--- config.mk ---
export PLATFORM = sky130hd
export DESIGN_NAME = box_cache_flat
export DESIGN_NICKNAME = d
export VERILOG_FILES = /design/src/rtl/box_cache_if.sv /design/src/rtl/box_cache.sv /design/src/flat_wrapper.sv
export SDC_FILE = /design/constraint.sdc
export NUM_CORES = 2
export LEC_CHECK = 0
export CORE_AREA = 2 2 392 278
export CTS_CLUSTER_SIZE = 24
export DETAILED_ROUTE_END_ITERATION = 16
export DIE_AREA = 0 0 394 280
export PLACE_DENSITY = 0.74
export SYNTH_ARGS = -nofsm -noshare
export SYNTH_HDL_FRONTEND = slang
export SYNTH_SLANG_ARGS = --single-unit
--- constraint.sdc ---
create_clock -name clk -period 15.95 [get_ports clk]
set_input_delay 1.595 -clock clk [delete_from_list [all_inputs] [get_ports clk]]
set_output_delay 1.595 -clock clk [all_outputs]
set_load 0.02 [all_outputs]
--- src/rtl/box_cache_if.sv ---
// Request/completion bus shared by BEV->cache and cache->bridge: one-cycle request
// pulse carrying address/direction/write record, one-cycle completion pulse with read record.
interface box_cache_if #(
  parameter int ADDR_W = 8,
  parameter int DATA_W = 64
);
  logic              in_valid;
  logic [ADDR_W-1:0] addr;
  logic              r_wb;
  logic [DATA_W-1:0] data_w;
  logic              out_valid;
  logic [DATA_W-1:0] data_r;

  modport master (output in_valid, addr, r_wb, data_w, input  out_valid, data_r);
  modport slave  (input  in_valid, addr, r_wb, data_w, output out_valid, data_r);
endinterface

--- src/rtl/box_cache.sv ---
// Direct-mapped write-back record cache between the BEV controller (up) and the AXI bridge (dn),
// with a flush engine that writes every dirty line back.
module box_cache #(
  parameter int LINES  = 16,
  parameter int ADDR_W = 8,
  parameter int DATA_W = 64
) (
  input  logic        clk,
  input  logic        rst_n,
  box_cache_if.slave  up,
  box_cache_if.master dn,
  input  logic        flush,
  output logic        flush_done,
  output logic        busy
);
  localparam int IDX_W = $clog2(LINES);
  localparam int TAG_W = ADDR_W - IDX_W;
  localparam logic [IDX_W-1:0] LAST = IDX_W'(LINES - 1);

  typedef enum logic [3:0] {
    IDLE, LOOKUP, EVICT, EVWAIT, FILL, FLWAIT, RESP, FSCAN, FWAIT, FDONE
  } state_t;

  typedef struct packed {
    logic [ADDR_W-1:0] addr;
    logic              rd;
    logic [DATA_W-1:0] wdata;
  } req_t;

  typedef struct packed {
    logic              vld;
    logic [ADDR_W-1:0] addr;
    logic              rwb;
    logic [DATA_W-1:0] data;
  } dnReq_t;

  state_t stateQ, stateNxt;
  req_t   req;
  logic [IDX_W-1:0] ptr, ptrNxt;
  logic   flushPend, flushPendNxt;

  logic [LINES-1:0] lineValid, lineDirty;
  logic [TAG_W-1:0]  lineTag  [LINES];
  logic [DATA_W-1:0] lineData [LINES];

  logic              upOutValidQ, upVldNxt;
  logic [DATA_W-1:0] upDataRQ, upDataNxt;
  dnReq_t            dnQ, dnNxt;
  logic              flushDoneQ, flushDoneNxt;
  logic              busyQ;

  logic              capEn, instEn, instDirty, clrEn;
  logic [DATA_W-1:0] instData;
  logic [IDX_W-1:0]  clrIdx;

  logic [IDX_W-1:0] idx;
  logic [TAG_W-1:0] reqTag;
  logic             hit, victimDirty, scanDirty;

  assign idx         = req.addr[IDX_W-1:0];
  assign reqTag      = req.addr[ADDR_W-1:IDX_W];
  assign hit         = lineValid[idx] && (lineTag[idx] == reqTag);
  assign victimDirty = lineValid[idx] && lineDirty[idx];
  assign scanDirty   = lineValid[ptr] && lineDirty[ptr];

  always_ff @(posedge clk) begin
    if (!rst_n) stateQ <= IDLE;
    else        stateQ <= stateNxt;
  end

  always_comb begin
    stateNxt     = stateQ;
    ptrNxt       = ptr;
    flushPendNxt = flushPend;
    capEn        = 1'b0;
    instEn       = 1'b0;
    instDirty    = 1'b0;
    instData     = req.wdata;
    clrEn        = 1'b0;
    clrIdx       = idx;
    upVldNxt     = 1'b0;
    upDataNxt    = '0;
    dnNxt        = '0;
    flushDoneNxt = 1'b0;

    // The flush engine absorbs flush pulses; anywhere else they are remembered.
    if (flush && !(stateQ inside {FSCAN, FWAIT, FDONE}) && (stateQ != IDLE || up.in_valid))
      flushPendNxt = 1'b1;

    case (stateQ)
      IDLE: begin
        if (up.in_valid) begin
          capEn    = 1'b1;
          stateNxt = LOOKUP;
        end else if (flush || flushPend) begin
          ptrNxt   = '0;
          stateNxt = FSCAN;
        end
      end
      LOOKUP: begin
        if (hit) begin
          stateNxt = RESP;
          upVldNxt = 1'b1;
          if (req.rd) upDataNxt = lineData[idx];
          else begin
            instEn    = 1'b1;
            instDirty = 1'b1;
          end
        end else if (victimDirty) begin
          stateNxt   = EVICT;
          dnNxt.vld  = 1'b1;
          dnNxt.addr = {lineTag[idx], idx};
          dnNxt.data = lineData[idx];
        end else if (req.rd) begin
          stateNxt   = FILL;
          dnNxt.vld  = 1'b1;
          dnNxt.rwb  = 1'b1;
          dnNxt.addr = req.addr;
        end else begin
          // whole record is overwritten, so a write miss never fills
          instEn    = 1'b1;
          instDirty = 1'b1;
          stateNxt  = RESP;
          upVldNxt  = 1'b1;
        end
      end
      EVICT: stateNxt = EVWAIT;
      EVWAIT: begin
        if (dn.out_valid) begin
          clrEn = 1'b1;
          if (req.rd) begin
            stateNxt   = FILL;
            dnNxt.vld  = 1'b1;
            dnNxt.rwb  = 1'b1;
            dnNxt.addr = req.addr;
          end else begin
            instEn    = 1'b1;
            instDirty = 1'b1;
            stateNxt  = RESP;
            upVldNxt  = 1'b1;
          end
        end
      end
      FILL: stateNxt = FLWAIT;
      FLWAIT: begin
        if (dn.out_valid) begin
          instEn    = 1'b1;
          instData  = dn.data_r;
          stateNxt  = RESP;
          upVldNxt  = 1'b1;
          upDataNxt = dn.data_r;
        end
      end
      RESP: stateNxt = IDLE;
      FSCAN: begin
        if (scanDirty) begin
          stateNxt   = FWAIT;
          dnNxt.vld  = 1'b1;
          dnNxt.addr = {lineTag[ptr], ptr};
          dnNxt.data = lineData[ptr];
        end else if (ptr == LAST) begin
          stateNxt     = FDONE;
          flushDoneNxt = 1'b1;
        end else begin
          ptrNxt = ptr + IDX_W'(1);
        end
      end
      FWAIT: begin
        if (dn.out_valid) begin
          clrEn  = 1'b1;
          clrIdx = ptr;
          if (ptr == LAST) begin
            stateNxt     = FDONE;
            flushDoneNxt = 1'b1;
          end else begin
            ptrNxt   = ptr + IDX_W'(1);
            stateNxt = FSCAN;
          end
        end
      end
      FDONE: begin
        flushPendNxt = 1'b0;
        stateNxt     = IDLE;
      end
      default: stateNxt = IDLE;
    endcase
  end

  always_ff @(posedge clk) begin
    if (!rst_n) begin
      lineValid   <= '0;
      lineDirty   <= '0;
      flushPend   <= 1'b0;
      ptr         <= '0;
      upOutValidQ <= 1'b0;
      upDataRQ    <= '0;
      dnQ         <= '0;
      flushDoneQ  <= 1'b0;
      busyQ       <= 1'b0;
    end else begin
      flushPend   <= flushPendNxt;
      ptr         <= ptrNxt;
      upOutValidQ <= upVldNxt;
      upDataRQ    <= upDataNxt;
      dnQ         <= dnNxt;
      flushDoneQ  <= flushDoneNxt;
      busyQ       <= (stateNxt != IDLE);
      if (clrEn) lineDirty[clrIdx] <= 1'b0;
      // an install on the same line overrides the eviction's dirty clear
      if (instEn) begin
        lineValid[idx] <= 1'b1;
        lineDirty[idx] <= instDirty;
      end
    end
  end

  // Payload storage carries no reset; valid bits gate every use.
  always_ff @(posedge clk) begin
    if (capEn) req <= '{addr: up.addr, rd: up.r_wb, wdata: up.data_w};
    if (instEn && rst_n) begin
      lineTag[idx]  <= reqTag;
      lineData[idx] <= instData;
    end
  end

  assign up.out_valid = upOutValidQ;
  assign up.data_r    = upDataRQ;
  assign dn.in_valid  = dnQ.vld;
  assign dn.addr      = dnQ.addr;
  assign dn.r_wb      = dnQ.rwb;
  assign dn.data_w    = dnQ.data;
  assign flush_done   = flushDoneQ;
  assign busy         = busyQ;
endmodule

--- src/flat_wrapper.sv ---
// flat-port wrapper written by rule: the top's interface ports become plain ports
module box_cache_flat 
#(
  parameter int LINES  = 16,
  parameter int ADDR_W = 8,
  parameter int DATA_W = 64
)
  (clk, rst_n, flush, flush_done, busy, up_in_valid, up_addr, up_r_wb, up_data_w, up_out_valid, up_data_r, dn_in_valid, dn_addr, dn_r_wb, dn_data_w, dn_out_valid, dn_data_r);
  box_cache_if #(.ADDR_W(ADDR_W), .DATA_W(DATA_W)) up_i ();
  box_cache_if #(.ADDR_W(ADDR_W), .DATA_W(DATA_W)) dn_i ();
  input  logic clk;
  input  logic rst_n;
  input  logic flush;
  output logic flush_done;
  output logic busy;
  input wire logic [$bits(up_i.in_valid)-1:0] up_in_valid;
  input wire logic [$bits(up_i.addr)-1:0] up_addr;
  input wire logic [$bits(up_i.r_wb)-1:0] up_r_wb;
  input wire logic [$bits(up_i.data_w)-1:0] up_data_w;
  output wire logic [$bits(up_i.out_valid)-1:0] up_out_valid;
  output wire logic [$bits(up_i.data_r)-1:0] up_data_r;
  output wire logic [$bits(dn_i.in_valid)-1:0] dn_in_valid;
  output wire logic [$bits(dn_i.addr)-1:0] dn_addr;
  output wire logic [$bits(dn_i.r_wb)-1:0] dn_r_wb;
  output wire logic [$bits(dn_i.data_w)-1:0] dn_data_w;
  input wire logic [$bits(dn_i.out_valid)-1:0] dn_out_valid;
  input wire logic [$bits(dn_i.data_r)-1:0] dn_data_r;
  assign up_i.in_valid = up_in_valid;
  assign up_i.addr = up_addr;
  assign up_i.r_wb = up_r_wb;
  assign up_i.data_w = up_data_w;
  assign up_out_valid = up_i.out_valid;
  assign up_data_r = up_i.data_r;
  assign dn_in_valid = dn_i.in_valid;
  assign dn_addr = dn_i.addr;
  assign dn_r_wb = dn_i.r_wb;
  assign dn_data_w = dn_i.data_w;
  assign dn_i.out_valid = dn_out_valid;
  assign dn_i.data_r = dn_data_r;
  box_cache #(.LINES(LINES), .ADDR_W(ADDR_W), .DATA_W(DATA_W)) u_core (.clk(clk), .rst_n(rst_n), .up(up_i), .dn(dn_i), .flush(flush), .flush_done(flush_done), .busy(busy));
endmodule
; ---- After elaboration in Yosys (flattened, before gate mapping)
; Memory sizes are Yosys's and may differ from the RTL's. A register that Yosys moved wholly into a read port is not among the register bits.
; Index checks and enable logic that the tools add are counted.
[totals]
ff_bits = 255
mem_bits_rw = 1088
output_inout_bits = 141
word_cells = 138
memories = 2
[memory_table]
columns = memory, words, width, rd, rd_ports_with_merged_regs, write_ports, line_no
row1 = u_core.lineData, 16, 64, 2, 2, 1, box_cache.sv:44  ; logic [DATA_W-1:0] lineData [LINES];
row2 = u_core.lineTag, 16, 4, 2, 2, 1, box_cache.sv:43  ; logic [TAG_W-1:0] lineTag [LINES];
[op_classes]
addsub = 1
magnitude_cmp = 5
eq_ne = 14
n_mux = 77
n_bitwise = 4
n_reduce_logical = 19
[ops]
columns = cell, n
row1 = 2-to-1 mux 64 bit, 7
row2 = one-hot mux 64 bit (2 select lines), 2
row3 = 2-to-1 mux 4 bit, 23
row4 = 2-to-1 mux 74 bit, 1
row5 = 2-to-1 mux 16 bit, 3
row6 = one-hot mux 4 bit (8 select lines), 1
row7 = one-hot mux 9 bit (3 select lines), 1
row8 = 2-to-1 mux 1 bit, 21
row9 = 2-to-1 mux 10 bit, 2
row10 = 2-to-1 mux 9 bit, 2
row11 = bitwise AND 16 bit, 1
row12 = binary-select mux 1 bit (select 4 bit), 4
row13 = bitwise mux 16 bit, 1
row14 = NOT 16 bit, 1
row15 = bitwise OR 16 bit, 1
row16 = "less-than comparator 4 x 5 -> 1 bit, second input constant", 3
row17 = "equality test 4 x 3 -> 1 bit, second input constant", 3
row18 = "equality test 4 bit, second input constant", 3
row19 = one-hot mux 4 bit (3 select lines), 1
row20 = demux 1 bit (select 4 bit), 2
row21 = "equality test 4 x 2 -> 1 bit, second input constant", 2
row22 = "greater-or-equal comparator 4 x 1 -> 1 bit, second input constant", 2
row23 = logical AND 1 bit, 8
row24 = nonzero test 4 bit, 2
row25 = other kinds (15), 23

; ---- Depth between registers and ports, before layout
[logic_depth]
word_depth = 12
depth_mapped = 13
ltp_nobuf = 8

; ---- Least setup slack after synthesis
; OpenSTA, ideal clock, no wires.
[synth_timing]
path_type = input to register
startpoint = input port dn_out_valid
endpoint = memory u_core.lineData[0][0], enable pin
arrival_ns = 8.917
required_ns = 15.288
slack_ns = 6.371
path_stages = 9
cell_sequence = nand2_1 > nor3_1 > nand2_1 > o21ai_0 > a21oi_1 > o31a_1 > buf_6 > buf_6 > nor4_1
[synth_via]
elab_chain_cells = 5
elab_cells_between_ends = 6
cone_classes = 5 x mux / 1 x reduce/logical
[synth_lines]
columns = element, line_no
row1 = start: declaration, flat_wrapper.sv:26  ; input wire logic [$bits(dn_i.out_valid)-1:0] dn_out_valid;
row2 = "2-to-1 mux 1 bit, on equally long branches", "box_cache.sv:146, box_cache.sv:129"
row3 = one-hot mux 1 bit (3 select lines) *, box_cache.sv:90  ; case (stateQ)
row4 = logical AND 1 bit *, box_cache.sv:220  ; if (instEn && rst_n) begin
row5 = 2-to-1 mux 1 bit *, box_cache.sv:220
row6 = 2-to-1 mux 1 bit (implied by the code) *, box_cache.sv:222  ; lineData[idx] <= instData;
row7 = end: declaration, box_cache.sv:44
; Mark *: on every way between the ends. The rest lies on a longest branch, timed or not.

==> results.yml <==
pwr:
  comb_power_share_pct: 23.5
  switching_share_pct: 27.6
  power_frac_clock_pct: 31.9
  sequentialPowerShare_pct: 44.6
  p_sw_uw: 2690
  ir_worst_vdd_v: 0.000151
  internal_power_uw: 7050
  p_leak_uw: 0.0206
  power_density_nw_per_um2: 143
sta:
  period_share_pct: 41.1
  setup_tns_ns: 0
  rsz0062_at_grt: "no"
  setup_viol: 0
  fin_crit_ns: 6.56
  slew_headroom_pct: 20.9
  fin_worst_skew_ns: 0.0390
  hold_slack_ns: 0.496
  hold_violations: 0
  drv_slew: 0
  worst_pin_slew_ns: 1.19
  max_freq_ghz: 0.152
synth:
  synth-edff-count: 1161
  syn_nets: 2993
  synth-seq-cells: 1351
  syn_area_per_cell_sq_um: 20.8
  seq_area_frac_synth_pct: 65.3
  ys_types: 66
  syn-cell-area_sq_um: 59200
  ys.flop_type: "edfxtp_1"
  synth-async-reset-ratio_pct: 0
  synth_warnings: 0
  synth_cells: 2850
die:
  die-width_um: 394
  dieArea_sq_um: 110000
  io_pins: 283
  core-area_sq_um: 107000
  row_count: 101
  initial_core_util_pct: 55.3
  fp.dieH_um: 280
drt:
  firstDrtPassIters: 6
  routed_via_density: 6.99
  antenna_left: 0
  dr_wl_met3_um: 14200
  wl_met1_um: 59700
  routedWlPerCell_um: 32.6
  finalWirelength_um: 152000
  drtIter0Drc: 4275
  top_layer: "met5"
  drc: 0
  num_vias: 32500
  route.met2.wl_um: 73700
finish:
  area_growth_pct: 14.7
  final_common_cell: "edfxtp_1"
  n_fill_cell: 7067
  diodes: 0
  drive_above_1_share_pct: 32.6
  mostFrequentLayoutCells: "edfxtp_1, mux4_2, clkdlybuf4s50_1"
  final_nets: 3252
worst_setup_path:
  worst-path-max-fanout: 42
  end_kind: "register"
  timing.rr.end: "u_core.lineData[7][34]$_DFFE_PP_"
  crit_required_ns: 16.34
  worstPathArrival_ns: 6.95
  setup.worst_path.class: "register to register"
  worstSetupStartpointType: "register"
  ff2ff_setup_slack_ns: 9.39
  worst_r2r_path_depth: 12
global_routing:
  grt_pass1_vias: 33900
  grt_max_degree: 170
  grt_overflow: 0
  grt_antenna_before_repair: 1
  grt_pass1_wl_um: 225000
  grt_usage_pct: 27.9
place:
  routabilityCongestion: 0.853
  io_buffer_count: 282
  dp_hpwl_um: 85100
run:
  drv_cap: 0
clock_tree:
  cts_buffer_depth: 3
  cts_tree: "built"
  cts_made_buffers: 130
  holdBufCountCts: 0
  cts_resized: 0
  clkSlewWorstSetupHoldPaths_ns: 0.06
  htreeDepth: 4
  clock_latency_ns: 0.77
  post_cts_buffers: 0
  cts_root_buf: "clkbuf_16"
  cts_sinks: 1351
worst_hold_path:
  hold_depth: 1
  hold_path_class: "register to register"
  whs_endpoint: "u_core.lineValid[4]$_SDFFE_PN0P_"
  min_from: "u_core.lineValid[4]$_SDFFE_PN0P_"
outcome:
  status: "finished clean"
==> worst max-delay path: stages (launching register included) <==
cell and delay (ns):
dfxtp_4 1.04, buf_4 0.92, mux4_2 0.62, mux2i_1 0.18, mux2i_1 0.19, xnor2_1 0.28, nand4_2 0.20, o31a_1 0.28
buf_4 0.27, or2_1 0.41, nor2_4 0.47, buf_4 0.60, buf_4 0.60
==> worst max-delay path by stage <==
stage,startpoint,end,slack [ns],cells after the start
after floorplan,dn_out_valid,u_core.lineData[0][0]$_DFFE_PP_,6.37,9
after global placement,register,u_core.lineData[2][28]$_DFFE_PP_,9.41,11
after detailed placement,register,u_core.lineData[2][32]$_DFFE_PP_,9.34,11
after CTS,register,u_core.lineData[2][5]$_DFFE_PP_,9.34,11
after global routing,register,u_core.lineData[7][33]$_DFFE_PP_,9.04,12
final,register,u_core.lineData[7][34]$_DFFE_PP_,9.39,12
==> power groups by stage <==
stage / Clock, uW / Combinational [uW] / Sequential, uW
after detailed placement: 0 / 2290 / 4410
final: 3100 / 2290 / 4340
after CTS: 3150 / 2300 / 4340
after floorplan: 0 / 1780 / 4260
after global placement: 0 / 2250 / 4410
after global routing: 3290 / 2420 / 4360
==> flip-flops by register name, summed over array words and instances (netlist names), 4 cells and up, named ones only <==
signal,flops
u_core.stateQ,4
u_core.dn.addr,8
u_core.lineTag,64
u_core.ptr,4
u_core.lineValid,16
u_core.up.data_r,64
u_core.dn.data_w,64
u_core.lineData,1024
u_core.req,69
u_core.lineDirty,16
u_core.idx,4
==> cell families after synthesis <==
logic type                 Yosys count  share of synthesized area [%]
DFF                               1351                           65.3
muxes                              781                           27.8
and+or+nand+nor                    248                           2.17
AOI/OAI and AO/OA                  240                           3.12
buffers and inverters              225                           1.55
xor gates and xnor gates             4                         0.0592
adders and majority gates            1                         0.0211
==> layer usage <==
layer / vias to the layer above / track usage (%)
li1: 12900 / -
met1: 17400 / 40.0
met2: 1980 / 44.2
met3: 281 / 5.14
met4: 2 / 8.94
met5: - / 0
==> Yosys cell counts, types with 2 or more instances <==
cell type / number / area [sq um]
nor2_1: 89 / 334
buf_2: 23 / 115
and3_1: 12 / 75.1
nand2_1: 59 / 221
nor3b_1: 2 / 15.0
clkbuf_1: 144 / 541
nor3_2: 10 / 100
buf_6: 5 / 56.3
a32o_1: 5 / 50.1
nand3_1: 11 / 55.1
mux4_2: 681 / 15300
a22oi_1: 70 / 526
a211oi_1: 3 / 22.5
and4_1: 2 / 17.5
a21oi_1: 17 / 85.1
edfxtp_1: 1161 / 34900
buf_1: 48 / 180
a221o_1: 4 / 40.0
o211ai_1: 23 / 173
nor3_1: 10 / 50.1
mux2_2: 66 / 743
a31oi_1: 2 / 12.5
nor4_1: 11 / 68.8
nor4_2: 5 / 62.6
o21ai_0: 14 / 70.1
dfxtp_1: 190 / 3800
a22o_1: 68 / 596
xnor2_1: 3 / 26.3
mux2i_1: 33 / 330
nand2b_1: 5 / 31.3
nor2b_1: 14 / 87.6
o21a_1: 18 / 135
and2_1: 7 / 43.8
inv_1: 3 / 11.3
==> per-stage QoR <==
| step | setup WS (ns) | power, uW | utilization [%] | area, sq um | instances |
|---|---|---|---|---|---|
| floorplan | 6.37 | 6040 | - | 59200 | 2850 |
| global placement | 9.41 | 6660 | 59.4 | 63600 | 4419 |
| detailed placement | 9.34 | 6710 | 59.4 | 63600 | 4419 |
| CTS | 9.34 | 9800 | 63.4 | 67900 | 4654 |
| global route | 9.04 | 10100 | 63.4 | 67900 | 4654 |
| finish | 9.39 | 9730 | 63.4 | 67900 | 4654 |
==> cell type report <==
cell class,instances,area (sq um),area share [%]
well taps,1442,1800,2.66
clock buffers,169,3540,5.22
clock inverters,66,694,1.02
flip-flops and latches,1351,38700,57.0
inverters,4,17.5,0.0258
multi-input cells,1274,19800,29.1
repair buffers,348,3340,4.93
No activity file was read; power rests on OpenSTA's default activity.
